==> src/rtl/ccr_pkg.sv <==
// Shared definitions for the condition-code register: flag bit positions,
// default width and the stack-operation decode used by ccr_nested.
package ccr_pkg;

  localparam int unsigned FLAG_Z = 0;
  localparam int unsigned FLAG_N = 1;
  localparam int unsigned FLAG_C = 2;
  localparam int unsigned FLAG_V = 3;

  localparam int unsigned NFLAGS_DEF = 4;

  typedef enum logic [1:0] {
    OP_IDLE,
    OP_PUSH,
    OP_POP,
    OP_CONFLICT
  } stk_op_e;

  function automatic stk_op_e decode_op(input logic push, input logic pop);
    case ({push, pop})
      2'b10:   decode_op = OP_PUSH;
      2'b01:   decode_op = OP_POP;
      2'b11:   decode_op = OP_CONFLICT;
      default: decode_op = OP_IDLE;
    endcase
  endfunction

endpackage

==> src/rtl/ccr_lifo.sv <==
// Register-array LIFO holding saved condition codes. push/pop arrive already
// qualified against full/empty, so they are never both asserted.
module ccr_lifo #(
  parameter int unsigned WIDTH = 4,
  parameter int unsigned DEPTH = 4,
  localparam int unsigned LW   = $clog2(DEPTH + 1)
) (
  input  logic             clk,
  input  logic             rst,
  input  logic             push,
  input  logic             pop,
  input  logic [WIDTH-1:0] din,
  output logic [WIDTH-1:0] top,
  output logic [LW-1:0]    level
);

  logic [WIDTH-1:0] mem_q [DEPTH];
  logic [WIDTH-1:0] mem_d [DEPTH];
  logic [LW-1:0]    level_q, level_d;

  always_comb begin
    level_d = level_q;
    mem_d   = mem_q;
    if (push) begin
      level_d = level_q + LW'(1);
    end else if (pop) begin
      level_d = level_q - LW'(1);
    end
    // Entry i is written when it is the next free slot.
    for (int unsigned i = 0; i < DEPTH; i++) begin
      if (push && (level_q == LW'(i))) begin
        mem_d[i] = din;
      end
    end
  end

  always_comb begin
    top = '0;
    for (int unsigned i = 0; i < DEPTH; i++) begin
      if (level_q == LW'(i + 1)) begin
        top = mem_q[i];
      end
    end
  end

  always_ff @(posedge clk) begin
    if (rst) begin
      level_q <= '0;
    end else begin
      level_q <= level_d;
    end
  end

  // Storage is not reset; entries above level are don't-care.
  always_ff @(posedge clk) begin
    mem_q <= mem_d;
  end

  assign level = level_q;

endmodule

==> src/rtl/ccr_nested.sv <==
// Condition-code register with per-flag write enables, set/clear forcing,
// and a shadow stack for nested interrupt save/restore with sticky errors.
module ccr_nested
  import ccr_pkg::*;
#(
  parameter int unsigned NFLAGS = NFLAGS_DEF,
  parameter int unsigned DEPTH  = 4
) (
  input  logic                         clk,
  input  logic                         rst,
  input  logic [NFLAGS-1:0]            flags_in,
  input  logic [NFLAGS-1:0]            flag_en,
  input  logic [NFLAGS-1:0]            set_mask,
  input  logic [NFLAGS-1:0]            clr_mask,
  input  logic                         push,
  input  logic                         pop,
  input  logic                         err_clr,
  output logic [NFLAGS-1:0]            ccr_reg,
  output logic [$clog2(DEPTH+1)-1:0]   level,
  output logic                         full,
  output logic                         empty,
  output logic                         ovf_err,
  output logic                         unf_err
);

  localparam int unsigned LW = $clog2(DEPTH + 1);

  logic [NFLAGS-1:0] ccr_q, ccr_d;
  logic              ovf_q, ovf_d;
  logic              unf_q, unf_d;
  logic [NFLAGS-1:0] upd, nxt, top;
  logic [LW-1:0]     lvl;
  logic              push_ok, pop_ok, push_bad, pop_bad;
  stk_op_e           op;

  assign full  = (lvl == LW'(DEPTH));
  assign empty = (lvl == '0);

  always_comb begin
    op       = decode_op(push, pop);
    push_ok  = (op == OP_PUSH) && !full;
    push_bad = (op == OP_PUSH) && full;
    pop_ok   = (op == OP_POP) && !empty;
    pop_bad  = (op == OP_POP) && empty;
  end

  // Priority: clear over set over ALU data; a valid pop overrides all of it.
  always_comb begin
    upd   = (ccr_q & ~flag_en) | (flags_in & flag_en);
    nxt   = (upd | set_mask) & ~clr_mask;
    ccr_d = pop_ok ? top : nxt;
    ovf_d = (ovf_q && !err_clr) || push_bad;
    unf_d = (unf_q && !err_clr) || pop_bad;
  end

  always_ff @(posedge clk) begin
    if (rst) begin
      ccr_q <= '0;
      ovf_q <= 1'b0;
      unf_q <= 1'b0;
    end else begin
      ccr_q <= ccr_d;
      ovf_q <= ovf_d;
      unf_q <= unf_d;
    end
  end

  ccr_lifo #(
    .WIDTH (NFLAGS),
    .DEPTH (DEPTH)
  ) u_lifo (
    .clk   (clk),
    .rst   (rst),
    .push  (push_ok),
    .pop   (pop_ok),
    .din   (ccr_q),
    .top   (top),
    .level (lvl)
  );

  assign ccr_reg = ccr_q;
  assign level   = lvl;
  assign ovf_err = ovf_q;
  assign unf_err = unf_q;

endmodule

==> config.mk <==
export PLATFORM = sky130hd
export DESIGN_NAME = ccr_nested
export DESIGN_NICKNAME = d
export VERILOG_FILES = /design/src/rtl/ccr_pkg.sv /design/src/rtl/ccr_lifo.sv /design/src/rtl/ccr_nested.sv
export SDC_FILE = /design/constraint.sdc
export NUM_CORES = 1
export LEC_CHECK = 0
export CORE_MARGIN = 8
export CORE_UTILIZATION = 42
export DETAILED_ROUTE_END_ITERATION = 6
export GPL_ROUTABILITY_DRIVEN = 0
export GPL_TIMING_DRIVEN = 0
export PLACE_DENSITY = 0.74
export SLEW_MARGIN = 20
export SYNTH_ARGS = -nofsm -noshare
export SYNTH_HDL_FRONTEND = slang
export SYNTH_SLANG_ARGS = --single-unit
==> constraint.sdc <==
create_clock -name clk -period 1.5 [get_ports clk]
set_input_delay 0.15 -clock clk [delete_from_list [all_inputs] [get_ports clk]]
set_output_delay 0.15 -clock clk [all_outputs]
set_load 0.03 [all_outputs]
# After elaboration in Yosys (flattened, before gate mapping)
# Cells that the tools add are included.
# W data, S select, Z words.
# classes
n_addsub	2
eq_ne	9
mux	8
bitwise_logic	7
reduce_logical	17
# op_table
cell	count
$mux W4	5
$and A4 B4 Y4	3
$logic_and A1 B1 Y1	10
$not A4 Y4	2
$or A4 B4 Y4	2
$eq A2 B2 Y1 const B	3
$eq A3 B2 Y1 const B	2
$mux W3	2
$pmux W2 S3	1
$eq A2 B1 Y1 const B	2
$add A3 B1 Y3 const B	1
$eq A3 B1 Y1 const B	1
$eq A3 B3 Y1 const B	1
$logic_not A1 Y1	3
$logic_not A3 Y1	1
$sub A3 B1 Y3 const B	1
$logic_or A1 B1 Y1	2
$reduce_bool A2 Y1	1
# totals
ff_bits	25
input_bits	21
output_inout_bits	11
wordCells	51

# Depth between registers and ports, before layout
# Gate-level depths: netlist (run 1).
# depth
depth_word	6
mapped_depth	7
ltp_nobuf	7

# Hierarchy
# A second synthesis (run 1) with hierarchy kept.
# unflattened
cells_unflattened	100
area_unflattened_um2	1228.7
# modules_own_cells
mod	n_inst	cells_per_inst	area_per_inst_um2	seq_area_each_um2
ccr_lifo	1	63	848.3	540.5
ccr_nested	1	37	380.4	120.1

# Least setup slack after synthesis (run 1)
# Ideal clock, no wire load.
# synth_path
kind	register -> register
startpoint	register u_lifo.level_q[0] (netlist: u_lifo.level[0])
endpoint	register u_lifo.level_q[2] (netlist: u_lifo.level[2])
setup_time_ns	0.113
arrival_ns	1.743
t_required_ns	1.387
path_slack_ns	-0.356
stages_incl_launch_ff	8
path_buffers	0
period_less_slack_ns	1.856
cell_sequence	dfxtp_1 -> inv_1 -> ha_1 -> nand2b_2 -> inv_2 -> or3_1 -> a21oi_2 -> nor3_2
# synth_via
elab_chain_cells	4
word_cells_on_any_way	11
cone_classes	add/sub: 2; eq/ne: 1; mux: 2; reduce/logical: 6
# synth_lines
item	line	source
start: declaration	ccr_lifo.sv:19	logic [LW-1:0] level_q, level_d;
start signal: assignment	ccr_lifo.sv:50	level_q <= level_d;
$logic_not A3 Y1	ccr_nested.sv:37	assign empty = (lvl == '0);
net empty	ccr_nested.sv:21	output logic empty,
$logic_not A1 Y1	ccr_nested.sv:43	pop_ok = (op == OP_POP) && !empty;
$logic_and A1 B1 Y1	ccr_nested.sv:43	
$reduce_bool A2 Y1 (no source line)	-	
# The timed path passes the listed nets, and every way through them passes these cells. The select of a mux whose other input is x is not followed.
# A chain may end at the register's enable or synchronous reset.

# Worst setup path after layout (run 1)
# layout_path
startpoint	register u_lifo.level_q[1] (netlist: u_lifo.level[1])
endpoint	output port empty
# layout_via
elab_chain_cells	1
# layout_lines
item	line
$logic_not A3 Y1	ccr_nested.sv:37
end: declaration	ccr_nested.sv:21
# Every way passes these cells.

==> impl_metrics.tcl, run 1 <==
set metrics [dict create \
    initial_core_util_pct 43.9 \
    critPathMaxStageDelay_ps 390 \
    ys_types 31 \
    antenna_cells 0 \
    cp-end-kind "output port" \
    path_max_fanout 6 \
    cap_violations 0 \
    path_class "reg2out" \
    synth_most_common_cell "edfxtp_1" \
    synth_seq_cells 25 \
    synthCells 104 \
    grt_pass1_vias 1026 \
    synth_top_cell_by_area "edfxtp_1" \
    worst_pin_slew_ps 417 \
    dieArea_um2 4820 \
    slowest_stage "dfxtp_4" \
    synthTopCellsByArea "edfxtp_1 (40%), dfxtp_1 (15%), ha_1 (6.3%)" \
    grt_pass1_wl_um 5090 \
    final_util_pct 61.3 \
    async_flop_share_pct 0 \
    worst_ep_required_time_ps 1350 \
    fin_crit_sh_pct 98.2 \
    multiInputGateArea_um2 576 \
    antenna_found_initial 0 \
    cellPowerDensity_nw_per_um2 1070 \
    dr.pass1.iters 4 \
    cts.path.max_buffers 2 \
    p_leak_uw 0.000627 \
    min_path_type "in2reg" \
    drt_iter0_drc 41 \
    syn-cell-area_um2 1200 \
    area_growth_pct 39.6 \
    synth_common_cells "edfxtp_1 (16), nand2_1 (13), dfxtp_1 (9)" \
    cts.clk_slew.worst_paths_ps 130 \
    cts_inserted_buffers 3 \
    clock_latency_ps 320 \
    overflow 0 \
    detail_route.wl_per_cell_um 18.1 \
    finalSetupViolCount 0 \
    cts_hold_buf 0 \
    critical_path.top_delay_family "flip-flops" \
    die_h_um 69.5 \
    synthesis.nets 131 \
    cts_tree "built" \
    ios 32 \
    drive_gt1_share_pct 26.8 \
    status "finished clean" \
    worstPathCellList "inv_2 -> ha_4 -> nand2b_4 -> inv_4 -> buf_4" \
    dp_hpwl_um 2360 \
    fin_tns_setup_ps 0 \
    hold_slack_ps 392 \
    finalClockSkew_ps 1.41 \
    die_x_um 69.5 \
    viasPerCell 5.52 \
    io_buffer_count 31 \
    synth_ff_type "edfxtp_1" \
    nNetsFinal 170 \
    ir_worst_vdd_mv 0.701 \
    wirelength_um 3120 \
    n_fill_cell 215 \
    drc 0 \
    clock-root-buffer "clkbuf_4" \
    grt.total_usage_pct 12.9 \
    ys_seq_area_share_pct 55.1 \
    grt_start_max_net_pins 16 \
    synth_edf_count 16 \
    cp-start-kind "flop" \
    finalHoldViolCount 0 \
    rrSetupSlack_ps 40 \
    yosysWarnings 0 \
    max_freq_mhz 679 \
    crit_arrival_ps 1320 \
    synth.avg_cell_area_um2 11.5 \
    worstPathBufferInverterCount 3 \
    rsz0062_at_grt "true" \
    cts-htree-levels 1 \
    largest_register_ffs 16 \
    detail-route-antenna-nets 0 \
    seq_area_um2 669 \
    core-area_um2 2730 \
    clock-sinks 25 \
    row_count 19 \
    num_vias 955 \
    layout_min_cycle_time_ps 1470 \
    synth_top_area_share_pct 40.0 \
    drv_slew 0 \
    p_total_uw 1800 \
    slew_headroom_pct 72.1 \
]
==> worst reg2reg max path: stages (launching register included) <==
cell and delay [ps]:
dfxtp_4 410, inv_4 60, ha_4 190, nand2b_4 100
inv_4 50, or3_4 360, a21oi_2 140, nor3_2 50
==> cell usage in the layout, fill, tap and decap left out, types with 4 or more instances in the layout <==
| master | count |
|---|---|
| nand2_1 | 13 |
| a211oi_1 | 5 |
| nand2b_1 | 5 |
| a21o_2 | 4 |
| nor2b_1 | 5 |
| dfxtp_1 | 6 |
| nor2_1 | 5 |
| clkdlybuf4s50_1 | 20 |
| ha_1 | 4 |
| edfxtp_1 | 16 |
| dlygate4sd2_1 | 9 |
| buf_4 | 4 |
| o32ai_1 | 4 |
==> worst paths after layout <==
| kind | cells past startpoint | startpoint | endpoint |
|---|---|---|---|
| min reg2reg | 2 | ovf_err | ovf_err |
| min | 2 | clr_mask[1] | ccr_reg[1] |
| max reg2reg | 7 | u_lifo.level[0] | u_lifo.level[2] |
| max | 5 | u_lifo.level[1] | empty |
==> through the flow <==
step | instances | cell area [µm²] | worst slack (ps)
after detailed placement | 166 | 1580 | -237
after global routing | 173 | 1680 | -22.5
after global placement | 166 | 1580 | -223
after CTS | 172 | 1630 | 5.76
final | 173 | 1680 | 27.0
after floorplan | 104 | 1230 | -39.8
==> repair_timing <==
action	4_1_cts	5_1_grt
buffers inserted	2	1
endpoints found under the setup margin	24	21
resized for setup	27	9
pin swaps	2	2
==> metal layers <==
layer	routed length [µm]	global-route usage [%]	part of all wire (%)
met3	154	2.58	4.9
met2	1730	23.7	55
met4	63	5.01	2.0
met1	1180	14.1	38
met5	0	0	0
==> cell type report <==
| class | instances | area share (%) |
|---|---|---|
| clock buffers | 3 | 1.34 |
| multi-input cells | 72 | 34.4 |
| inverters | 6 | 1.79 |
| flip-flops and latches | 25 | 40.0 |
| well taps | 31 | 2.32 |
| clock inverters | 1 | 0.448 |
| plain buffers | 1 | 0.672 |
| repair buffers | 34 | 19.1 |
==> cells by family after synthesis <==
group                      after synthesis  share of synthesized area [%]
DFF                                     25                           55.1
and+or+nand+nor                         41                           18.4
adders and majority gates                6                           6.26
AOI/OAI and AO/OA                       24                           16.6
xor gates and xnor gates                 1                          0.730
buffers and inverters                    7                           3.02
==> where the power goes <==
group          switching, µW  internal, µW  total [µW]
Clock                    206           102         309
Combinational            358           304         663
Sequential              42.1           786         828
Total                    607          1190        1800
Note: power is estimated with default switching activity, not from simulation.
==> inputs of run 2 (changes only) <==
- HOLD_SLACK_MARGIN: not set -> 0.05
- SETUP_SLACK_MARGIN: not set -> 0.02
==> impl_metrics.tcl, run 2 (synthesized netlist as in run 1, its figures left out) <==
set metrics [dict create \
    antenna_cells 0 \
    cp-start-kind "flop" \
    slew_headroom_pct 70.0 \
    die_h_um 69.5 \
    finalHoldViolCount 0 \
    cp-startpoint "u_lifo.level[0]" \
    path_max_fanout 6 \
    die_x_um 69.5 \
    cts-htree-levels 1 \
    drc 0 \
    grt.total_usage_pct 11.8 \
    r2r-start "u_lifo.level[0]" \
    cts_hold_buf 0 \
    ff2ff_path_depth 7 \
    worst_pin_slew_ps 448 \
    io_buffer_count 31 \
    r2r-end "u_lifo.level[2]" \
    drt_iter0_drc 29 \
    rsz0062_at_grt "true" \
    final.setup.worst_slack_ps 33.1 \
    cellPowerDensity_nw_per_um2 1060 \
    rrSetupSlack_ps 30 \
    cts_tree "built" \
    detail_route.wl_per_cell_um 17.0 \
    max_freq_mhz 682 \
    cp-end-kind "flop" \
    stdcell_count 173 \
    drv_slew 0 \
    finalSetupViolCount 0 \
    clock-root-buffer "clkbuf_4" \
    wirelength_um 2940 \
    mostFrequentLayoutCell "clkdlybuf4s50_1" \
    fin_tns_setup_ps 0 \
    core-area_um2 2730 \
    overflow 0 \
    hold_slack_ps 394 \
    slowest_stage "dfxtp_4" \
    worst-path-stages 7 \
    dp_hpwl_um 2220 \
    p_leak_uw 0.000638 \
    critical_path.top_delay_family "simple AND/OR/NAND/NOR gates" \
    cap_violations 0 \
    layout_common_cells "clkdlybuf4s50_1 (20), edfxtp_1 (16), nand2_1 (13)" \
    n_fill_cell 226 \
    crit_path_end "u_lifo.level[2]" \
    min_path_type "in2reg" \
    grt_pass1_vias 1012 \
    final_util_pct 62.2 \
    cts.path.max_buffers 2 \
    crit_arrival_ps 1690 \
    worstPathCellList "inv_4 -> ha_4 -> nand2b_4 -> inv_4 -> or3_4 -> a21oi_4 -> nor3_2" \
    largest_register_ffs 16 \
    num_vias 929 \
    nNetsFinal 170 \
    layout_min_cycle_time_ps 1470 \
    ios 32 \
    row_count 19 \
    crit_path_frequent_cell "inv_4" \
    path_class "reg2reg" \
    initial_core_util_pct 43.9 \
    worstPathBufferInverterCount 2 \
    clock-sinks 25 \
    critPathMaxStageDelay_ps 410 \
    detail-route-antenna-nets 0 \
    worst_ep_required_time_ps 1720 \
    dp.cells 166 \
    dr.pass1.iters 4 \
    cts_inserted_buffers 3 \
    viasPerCell 5.37 \
    drive_gt1_share_pct 27.5 \
    area_growth_pct 41.7 \
    antenna_found_initial 0 \
    finalClockSkew_ps 1.13 \
    grt_pass1_wl_um 4740 \
    dieArea_um2 4820 \
    clock_latency_ps 320 \
    fin_crit_sh_pct 97.8 \
    cts.clk_slew.worst_paths_ps 140 \
    status "finished clean" \
    dp_slack_ps -203 \
    ir_worst_vdd_mv 0.770 \
    grt_start_max_net_pins 16 \
]
## run 2: area by class of cell
| cell class | count | area [µm²] | area share [%] |
|---|---|---|---|
| clock buffer | 3 | 22.5 | 1.32 |
| buffer | 1 | 11.3 | 0.662 |
| multi-input combinational | 72 | 594 | 35.0 |
| sequential | 25 | 669 | 39.4 |
| timing repair buffer | 34 | 324 | 19.1 |
| clock inverter | 1 | 7.51 | 0.442 |
| inverter | 6 | 32.5 | 1.91 |
| tap | 31 | 38.8 | 2.28 |
## run 2: worst min path at each step
stage | from | endpoint | slack, ps | depth (start not counted)
floorplan | rst | u_lifo.level[2] | 210 | 1
global placement | ovf_err | ovf_err | 470 | 2
detailed placement | ovf_err | ovf_err | 490 | 2
CTS | clr_mask[2] | ccr_reg[2] | 390 | 2
global route | clr_mask[2] | ccr_reg[2] | 380 | 2
finish | clr_mask[2] | ccr_reg[2] | 390 | 2
## run 2: layer usage
metal	routed length, µm	share of wire, %	GRT usage (%)
met1	1270	43	13.2
met2	1520	52	21.3
met3	101	3.4	2.72
met4	52	1.8	3.42
met5	0	0	0
## run 2: what timing repair did
item | CTS | global route
endpoints found under the setup margin | 28 | 18
setup buffers | 2 | 1
pin swaps | 2 | 3
resized for setup | 29 | 10
endpoints found under the hold margin | 0 | 0
## run 2: through the flow
stage,total power (µW),cell area (µm²)
after floorplan,1210,1230
after global placement,1420,1580
after detailed placement,1430,1580
after CTS,1770,1640
after global routing,1890,1700
final,1810,1700
## run 2: power by group
part           switching, µW  internal (µW)  total, µW
clock network            214            102        316
registers               38.5            786        824
logic                    360            309        669
total                    613           1200       1810
==> inputs of run 3 (changes only) <==
==> constraint.sdc (replaced) <==
create_clock -name clk -period 1.5 [get_ports clk]
set_input_delay 0.3 -clock clk [delete_from_list [all_inputs] [get_ports clk]]
set_output_delay 0.3 -clock clk [all_outputs]
set_load 0.03 [all_outputs]
==> impl_metrics.tcl, run 3 (synthesized netlist as in run 1, its figures left out) <==
set metrics [dict create \
    fin_area_um2 1780 \
    p_comb_share_pct 41.1 \
    grt.total_usage_pct 11.9 \
    viasPerCell 5.37 \
    wirelength_um 3050 \
    max_freq_mhz 643 \
    die_h_um 69.5 \
    cts_inserted_buffers 3 \
    antenna_cells 0 \
    clock_latency_ps 320 \
    seq_power_share_pct 42.6 \
    drc 0 \
    clkPwrFrac_pct 16.3 \
    initial_core_util_pct 43.9 \
    power.switching_uw 647 \
    clock-root-buffer "clkbuf_4" \
    path_class "reg2out" \
    dp_hpwl_um 2220 \
    die_x_um 69.5 \
    finalSetupViolCount 5 \
    path_max_fanout 4 \
    place_area_um2 1580 \
    antenna_found_initial 0 \
    min_path_type "reg2reg" \
    grt_pass1_wl_um 4790 \
    grt_pass1_vias 1012 \
    drt_iter0_drc 32 \
    row_count 19 \
    cts_tree "built" \
    cp-end-kind "output port" \
    cts_hold_buf 0 \
    layout_min_cycle_time_ps 1560 \
    ir_worst_vdd_mv 0.878 \
    detail_route.wl_per_cell_um 16.8 \
    internal_power_uw 1280 \
    seq_area_um2 669 \
    largest_register_ffs 16 \
    num_vias 977 \
    finalClockSkew_ps 1.71 \
    core-area_um2 2730 \
    layout_common_cells "clkdlybuf4s50_1 (20), edfxtp_1 (16), nand2_1 (13)" \
    failed_checks "setup timing" \
    nNetsFinal 179 \
    crit_arrival_ps 1260 \
    status "complete, but fails checks" \
    mostFrequentLayoutCell "clkdlybuf4s50_1" \
    detail-route-antenna-nets 0 \
    n_fill_cell 207 \
    cts.path.max_buffers 2 \
    ios 32 \
    worst_ep_required_time_ps 1200 \
    dr.pass1.iters 4 \
    p_total_uw 1920 \
    grt_start_max_net_pins 16 \
    slew_headroom_pct 72.0 \
    worst_pin_slew_ps 418 \
    final_util_pct 65.0 \
    multiInputGateArea_um2 617 \
    fin_tns_setup_ps -168 \
    drv_slew 0 \
    cap_violations 0 \
    clock-sinks 25 \
    cellPowerDensity_nw_per_um2 1080 \
    io_buffer_count 31 \
    overflow 0 \
    switching_share_pct 33.7 \
    dieArea_um2 4820 \
    p_leak_uw 0.000657 \
    rsz0062_at_grt "true" \
    area_growth_pct 48.2 \
    cts-htree-levels 1 \
    cp-start-kind "flop" \
    drive_gt1_share_pct 37.1 \
    dp_slack_ps -353 \
    final.setup.worst_slack_ps -55.3 \
    finalHoldViolCount 0 \
    cts.clk_slew.worst_paths_ps 140 \
    fin_crit_sh_pct 104 \
    rrSetupSlack_ps -30 \
]
run 3: cell count changes in the layout (fill, tap and decap cells not counted), moves of 2 or more:
cell	previous run	this run
inv_4	4	2
nor2_2	2	4
clkbuf_2	0	4
buf_4	3	12
dlygate4sd2_1	9	4
run 3: path summary, 6_finish.rpt:
| path | from | end | cells after the start |
|---|---|---|---|
| worst max-delay path | u_lifo.level[0] | empty | 5 |
| worst min-delay path | ovf_err | ovf_err | 2 |
| worst max register to register | u_lifo.level[0] | ccr_reg[3] | 8 |
| worst min register to register | ovf_err | ovf_err | 2 |
run 3: final cells by class:
cell class,instances,share of cell area (%)
plain buffers,1,0.633
multi-input cells,72,34.7
clock inverters,1,0.422
well taps,31,2.18
repair buffers,43,21.3
inverters,6,1.83
flip-flops and latches,25,37.6
clock buffers,3,1.27
run 3: power by group through the flow:
stage	Sequential [µW]	Clock [µW]	Combinational, µW
6_report	819	313	790
3_3_place_gp	835	0	583
3_5_place_dp	839	0	593
4_1_cts	822	324	644
5_1_grt	826	345	843
2_1_floorplan	881	0	333
run 3: per-stage QoR:
| stage | hold WS [ps] | cells |
|---|---|---|
| 5_1_grt | 531 | 182 |
| 4_1_cts | 513 | 172 |
| 3_3_place_gp | 475 | 166 |
| 6_report | 506 | 182 |
| 3_5_place_dp | 486 | 166 |
| 2_1_floorplan | 362 | 104 |
run 3: layer usage:
layer | routed length [µm] | global-route usage, % | up-vias
met1 | 1230 | 13.3 | 466
met4 | 47 | 3.42 | 0
met3 | 114 | 2.72 | 6
met5 | 0 | 0 | -
li1 | - | - | 477
met2 | 1660 | 21.6 | 28
run 3: critical path, cell delays in order (launching register included):
cell and delay (ps):
dfxtp_4 390, inv_4 70, ha_4 200, nand2b_4 80
inv_4 70, buf_6 120
run 3: repair_timing:
item / CTS / global route
buffers inserted: 2 / 10
hold endpoints to repair: 0 / 0
setup endpoints to repair: 28 / 19
gates resized for setup: 39 / 14
pin swaps: 6 / 8
